[src/rtl/baud_tick_generator_if.sv]
// Bus bundle for baud_tick_generator.
//   master : the controller side (CPU divisor write, RX start-bit detector, enable)
//            drives EN, SYNC, DIV_WE, DIV_IN; observes DIV_OUT and the tick strobes.
//   slave  : the baud generator itself.
// Signals:
//   EN       count enable
//   SYNC     one-cycle phase restart pulse
//   DIV_WE   divisor write strobe
//   DIV_IN   new divisor value
//   DIV_OUT  currently active divisor
//   OS_TICK  one-cycle oversample strobe
//   MID      one-cycle mid-bit strobe
//   END      one-cycle end-of-bit strobe
interface baud_tick_generator_if #(
    parameter int unsigned DIV_WIDTH = 16
);
    logic                 EN;
    logic                 SYNC;
    logic                 DIV_WE;
    logic [DIV_WIDTH-1:0] DIV_IN;
    logic [DIV_WIDTH-1:0] DIV_OUT;
    logic                 OS_TICK;
    logic                 MID;
    logic                 END;

    modport master (
        output EN,
        output SYNC,
        output DIV_WE,
        output DIV_IN,
        input  DIV_OUT,
        input  OS_TICK,
        input  MID,
        input  END
    );

    modport slave (
        input  EN,
        input  SYNC,
        input  DIV_WE,
        input  DIV_IN,
        output DIV_OUT,
        output OS_TICK,
        output MID,
        output END
    );
endinterface

[src/rtl/baud_tick_generator.sv]
// Runtime-programmable baud timing source for the UART datapath.
// A prescaler (p) divides the clock by the active divisor to give the oversample
// tick; a sub-bit counter (s) counts oversample ticks to give mid-bit and end-of-bit
// strobes. All three strobes come from the same counter chain, so they stay aligned.
// Ports:
//   CLK  system clock, rising edge
//   RST  asynchronous active-high reset
//   bus  slave modport of baud_tick_generator_if (enable, sync, divisor write,
//        active divisor readback, OS_TICK / MID / END strobes)
// OVERSAMPLE must be even and >= 2.
module baud_tick_generator #(
    parameter int unsigned DIV_WIDTH   = 16,
    parameter int unsigned OVERSAMPLE  = 16,
    parameter int unsigned DEFAULT_DIV = 27
) (
    input logic                  CLK,
    input logic                  RST,
    baud_tick_generator_if.slave bus
);

    localparam int unsigned SW = (OVERSAMPLE > 1) ? $clog2(OVERSAMPLE) : 1;

    localparam logic [SW-1:0] S_MID  = SW'(OVERSAMPLE / 2 - 1);
    localparam logic [SW-1:0] S_LAST = SW'(OVERSAMPLE - 1);

    // A zero divisor would never reach terminal count; treat it as 1.
    localparam logic [DIV_WIDTH-1:0] DIV_RST =
        (DEFAULT_DIV == 0) ? DIV_WIDTH'(1) : DIV_WIDTH'(DEFAULT_DIV);

    logic [DIV_WIDTH-1:0] div_d, div_q;
    logic [DIV_WIDTH-1:0] p_d, p_q;
    logic [SW-1:0]        s_d, s_q;
    logic                 os_tick_d, os_tick_q;
    logic                 mid_d, mid_q;
    logic                 end_d, end_q;

    always_comb begin
        div_d     = div_q;
        p_d       = p_q;
        s_d       = s_q;
        os_tick_d = 1'b0;
        mid_d     = 1'b0;
        end_d     = 1'b0;

        if (bus.SYNC || bus.DIV_WE) begin
            // Both restart the phase; a divisor write additionally loads div.
            p_d = '0;
            s_d = '0;
            if (bus.DIV_WE) begin
                div_d = (bus.DIV_IN == '0) ? DIV_WIDTH'(1) : bus.DIV_IN;
            end
        end else if (bus.EN) begin
            if (p_q == div_q - DIV_WIDTH'(1)) begin
                p_d       = '0;
                os_tick_d = 1'b1;
                mid_d     = (s_q == S_MID);
                end_d     = (s_q == S_LAST);
                s_d       = (s_q == S_LAST) ? '0 : s_q + SW'(1);
            end else begin
                p_d = p_q + DIV_WIDTH'(1);
            end
        end
    end

    always_ff @(posedge CLK or posedge RST) begin
        if (RST) begin
            div_q     <= DIV_RST;
            p_q       <= '0;
            s_q       <= '0;
            os_tick_q <= 1'b0;
            mid_q     <= 1'b0;
            end_q     <= 1'b0;
        end else begin
            div_q     <= div_d;
            p_q       <= p_d;
            s_q       <= s_d;
            os_tick_q <= os_tick_d;
            mid_q     <= mid_d;
            end_q     <= end_d;
        end
    end

    assign bus.DIV_OUT = div_q;
    assign bus.OS_TICK = os_tick_q;
    assign bus.MID     = mid_q;
    assign bus.END     = end_q;

endmodule

[src/flat_wrapper.sv]
// flat-port wrapper written by rule: the top's interface ports become plain ports
module baud_tick_generator_flat 
#(
    parameter int unsigned DIV_WIDTH   = 16,
    parameter int unsigned OVERSAMPLE  = 16,
    parameter int unsigned DEFAULT_DIV = 27
)
  (CLK, RST, bus_EN, bus_SYNC, bus_DIV_WE, bus_DIV_IN, bus_DIV_OUT, bus_OS_TICK, bus_MID, bus_END);
  baud_tick_generator_if #(.DIV_WIDTH(DIV_WIDTH)) bus_i ();
  input logic CLK;
  input logic RST;
  input wire logic [$bits(bus_i.EN)-1:0] bus_EN;
  input wire logic [$bits(bus_i.SYNC)-1:0] bus_SYNC;
  input wire logic [$bits(bus_i.DIV_WE)-1:0] bus_DIV_WE;
  input wire logic [$bits(bus_i.DIV_IN)-1:0] bus_DIV_IN;
  output wire logic [$bits(bus_i.DIV_OUT)-1:0] bus_DIV_OUT;
  output wire logic [$bits(bus_i.OS_TICK)-1:0] bus_OS_TICK;
  output wire logic [$bits(bus_i.MID)-1:0] bus_MID;
  output wire logic [$bits(bus_i.END)-1:0] bus_END;
  assign bus_i.EN = bus_EN;
  assign bus_i.SYNC = bus_SYNC;
  assign bus_i.DIV_WE = bus_DIV_WE;
  assign bus_i.DIV_IN = bus_DIV_IN;
  assign bus_DIV_OUT = bus_i.DIV_OUT;
  assign bus_OS_TICK = bus_i.OS_TICK;
  assign bus_MID = bus_i.MID;
  assign bus_END = bus_i.END;
  baud_tick_generator #(.DIV_WIDTH(DIV_WIDTH), .OVERSAMPLE(OVERSAMPLE), .DEFAULT_DIV(DEFAULT_DIV)) u_core (.CLK(CLK), .RST(RST), .bus(bus_i));
endmodule
[config.mk]
export PLATFORM = sky130hd
export DESIGN_NAME = baud_tick_generator_flat
export DESIGN_NICKNAME = d
export VERILOG_FILES = /design/src/rtl/baud_tick_generator_if.sv /design/src/rtl/baud_tick_generator.sv /design/src/flat_wrapper.sv
export SDC_FILE = /design/constraint.sdc
export NUM_CORES = 1
export LEC_CHECK = 0
export ABC_AREA = 1
export CORE_ASPECT_RATIO = 0.5
export CORE_UTILIZATION = 50
export DETAILED_ROUTE_END_ITERATION = 6
export GPL_ROUTABILITY_DRIVEN = 0
export PLACE_DENSITY = 0.84
export SETUP_SLACK_MARGIN = 0.3
export SLEW_MARGIN = 30
export SYNTH_ARGS = -nofsm -noshare
export SYNTH_HDL_FRONTEND = slang
export SYNTH_SLANG_ARGS = --single-unit
[constraint.sdc]
create_clock -name CLK -period 2.7 [get_ports CLK]
set_clock_uncertainty 0.05 [all_clocks]
set_input_delay 0.54 -clock CLK [delete_from_list [all_inputs] [get_ports CLK]]
set_output_delay 0.54 -clock CLK [all_outputs]
set_load 0.01 [all_outputs]
==> summary.txt <==
# nets final: 440
ratio of cells with drive above 1 in the final layout: 14.6%
adder-cell area share of the yosys netlist: 1.40%
CP Capture Type: flip-flop
Bufs and invs on worst path: 2
Slew Limit Fails: 0
Pre-antenna DRT Iters: 4
placed cell count: 477
syn avg cell area: 7.25 sq um
post-synth top area share: 32.6%
Final Cycle Share: 83.9%
Leak: 1.51 nW
crit-path cells: inv_2 > ha_4 > inv_1 > nand2_1 > nand2_1 > nor2_2 > nand2_1 > nor2_2 > nand2_1 > nor2_1 > nand2_1 > nor2_4 > nand3_4 > nand2_8 > nor2_1
XOR/XNOR share of the synthesized area: 7.51%
number of routed nets with antenna violations: 0
Achievable Freq: 442 MHz
clock buffer depth: 2
Routed WL: 6440 um
Die H: 53.8 um
VDD IR max: 204 uV
IO Port Bufs: 39
DR vias: 2455
Req. time, crit path: 2840 ps
CTS Root Cell: clkbuf_8
largest area contributor in the netlist: dfrtp_1
vias in the first global route: 2270
Reg2Reg Depth: 15
Min-Delay Path Depth: 2
Hold Crit Class: reg -> reg
Worst-path clk slew: 80 ps
setup TNS: 0 ps
Overflow after GRT: 0
Crit path largest cell delay: 570 ps
CP max-delay cell: dfstp_2
ANT cells: 0
Residual DRC: 0
Synth Area in Simple Gates: 39.8%
Initial Utilization: 53.2%
main combinational cell family by area after synthesis: simple AND/OR/NAND/NOR gates
GR Util All Layers: 24.7%
cell area power density: 412 nW/um^2
unrepaired setup endpoints after global routing: yes
H-tree levels: 2
startpoint types: flip-flop
max cap viols: 0
Initial DRC Count: 126
Post-DP HPWL: 4840 um
Syn Inst Count: 370
vias per std cell: 5.04
post-synthesis register bit count: 39
count of standard-cell rows: 18
CP arrival: 2400 ps
critical path class: reg -> reg
Syn Nets: 394
clock sink count: 39
largest net degree at the start of global routing: 40
first-pass GRT wire length: 10800 um
Crit path max-delay family: simple AND/OR/NAND/NOR gates
crit-path most repeated cell: nand2_1
Final Util: 65.3%
minimum clock period: 2260 ps
status: finished, final reports clean
Synth Warn #: 0
Final setup viols: 0
worst hold slack: 481 ps
Critical Path Stages: 15
post-synthesis sequential area ratio: 36.6%
CP max FO: 7
CTS Buf Count: 5
Area Growth Syn to Fin: 22.8%
initial antenna violation count: 0
complex-gate fraction of the synthesized area: 3.82%
TritonCTS clock tree: built
die area: 5680 sq um
Finished Layout Cells: 487
cts hold-fix bufs: 0
Final Hold Viols: 0
Std-Cell Core Area: 5040 sq um
synth top area cells: dfrtp_1 33%, nand2_1 14%, nand3_1 7.1%, inv_1 6.2%, nor2_1 5.9%
Relative slew margins: 64.3%
R2R setup slack: 440 ps
IO Count: 40
Mapped Area: 2680 sq um
Wirelength per Cell: 13.2 um
Die W: 106 um
Synth cell types: 33
Clk Latency, worst-skew pair: 300 ps
measured slew at the worst slew-check pin: 533 ps
mux contribution to synthesized area: 2.52%
-- kinds of logic after synthesis --
kind of cell,after synthesis
DFF,39
muxes,6
xor gates and xnor gates,23
buffers and inverters,53
adders and majority gates,3
and+or+nand+nor,227
AOI/OAI and AO/OA,19
-- stage by stage --
step,instance area [sq um],setup WS (ps),power [mW]
2_1_floorplan,2680,547,0.845
3_3_place_gp,3140,416,0.959
3_5_place_dp,3140,353,0.965
4_1_cts,3220,347,1.34
5_1_grt,3290,290,1.42
6_report,3290,435,1.36
-- path summary, 6_finish.rpt --
kind                                        from                     end
setup / recovery           u_core.bus.DIV_OUT[0]           u_core.p_q[5]
hold / removal                     u_core.s_q[3]           u_core.s_q[3]
setup reg to reg           u_core.bus.DIV_OUT[0]           u_core.p_q[5]
hold reg to reg                    u_core.s_q[3]           u_core.s_q[3]
max in group asynchronous                    RST   u_core.bus.DIV_OUT[4]
min in group asynchronous                    RST  u_core.bus.DIV_OUT[15]
-- report_power, final --
part | switching [mW] | internal, mW
Combinational | 0.179 | 0.143
Clock | 0.206 | 0.181
Sequential | 0.0379 | 0.612
Total | 0.422 | 0.936
-- registers in the layout (all words and copies together) (netlist names) --
| signal | flops |
|---|---|
| u_core.bus.OS_TICK | 1 |
| u_core.bus.DIV_OUT | 16 |
| u_core.bus.END | 1 |
| u_core.bus.MID | 1 |
| u_core.p_q | 16 |
| u_core.s_q | 4 |
-- cells in the final DEF, fill, tap and decap left out, types with 2 or more instances in the layout --
master and n:
nand2_1 99, inv_1 43, nor2_1 40, clkdlybuf4s50_1 39, nand3_1 37, dfrtp_1 35, nor2_2 18, xor2_1 17
o21ai_0 16, nand4_1 8, xnor2_1 6, mux2_2 6, nand2_2 5, nor2_4 5, clkbuf_8 5, buf_4 5
nor4_1 4, dfstp_2 4, inv_2 3, nand3b_1 2, nand2_8 2, nor3_1 2, ha_1 2, clkbuf_1 2
-- synth_stat cells --
library cell / n
clkinv_1: 1
or2_2: 1
nand2_2: 5
dfrtp_1: 35
nand3b_1: 2
a31oi_1: 1
inv_2: 2
nand3_2: 1
o21ai_0: 16
nor2_1: 42
nand2_1: 99
and2_1: 1
nor3_1: 2
nand3_1: 38
nor2_4: 4
nor4_1: 4
nor2_2: 17
buf_12: 1
xnor2_1: 6
a21oi_1: 1
nand2_4: 2
mux2_2: 6
nor2_8: 1
buf_6: 1
buf_1: 1
clkbuf_1: 1
dfstp_2: 4
nand4_1: 8
buf_2: 2
ha_1: 3
o21bai_2: 1
inv_1: 44
xor2_1: 17
-- worst reg2reg max path: cells and delay by family, from the launching register on --
kind	cells	cell delay, ps
flip-flops	1	570
AND/OR/NAND/NOR	12	1190
buffers and inverters	2	100
adder cells (fa/ha/maj)	1	260
-- per-layer routing --
layer  GRT usage (%)  vias up  wire length [um]
met3            4.60        5               462
met1            33.8     1130              3030
met4            4.63        0                37
met2            42.3       58              2910
met5               0        -                 0
li1                -     1262                 -
-- what timing repair did --
| item | in CTS | in global routing |
|---|---|---|
| buffers inserted | 0 | 1 |
| setup endpoints to repair | 0 | 20 |
| resized for setup | 0 | 10 |
-- cell type report --
cell class,instances,area (sq um)
inverters,47,176
clock inverters,1,5.00
fillers,440,1750
flip-flops and latches,39,981
clock buffers,7,76.3
multi-input cells,279,1540
repair buffers,44,428
well taps,70,87.6
(Power assumes the default switching activity.)
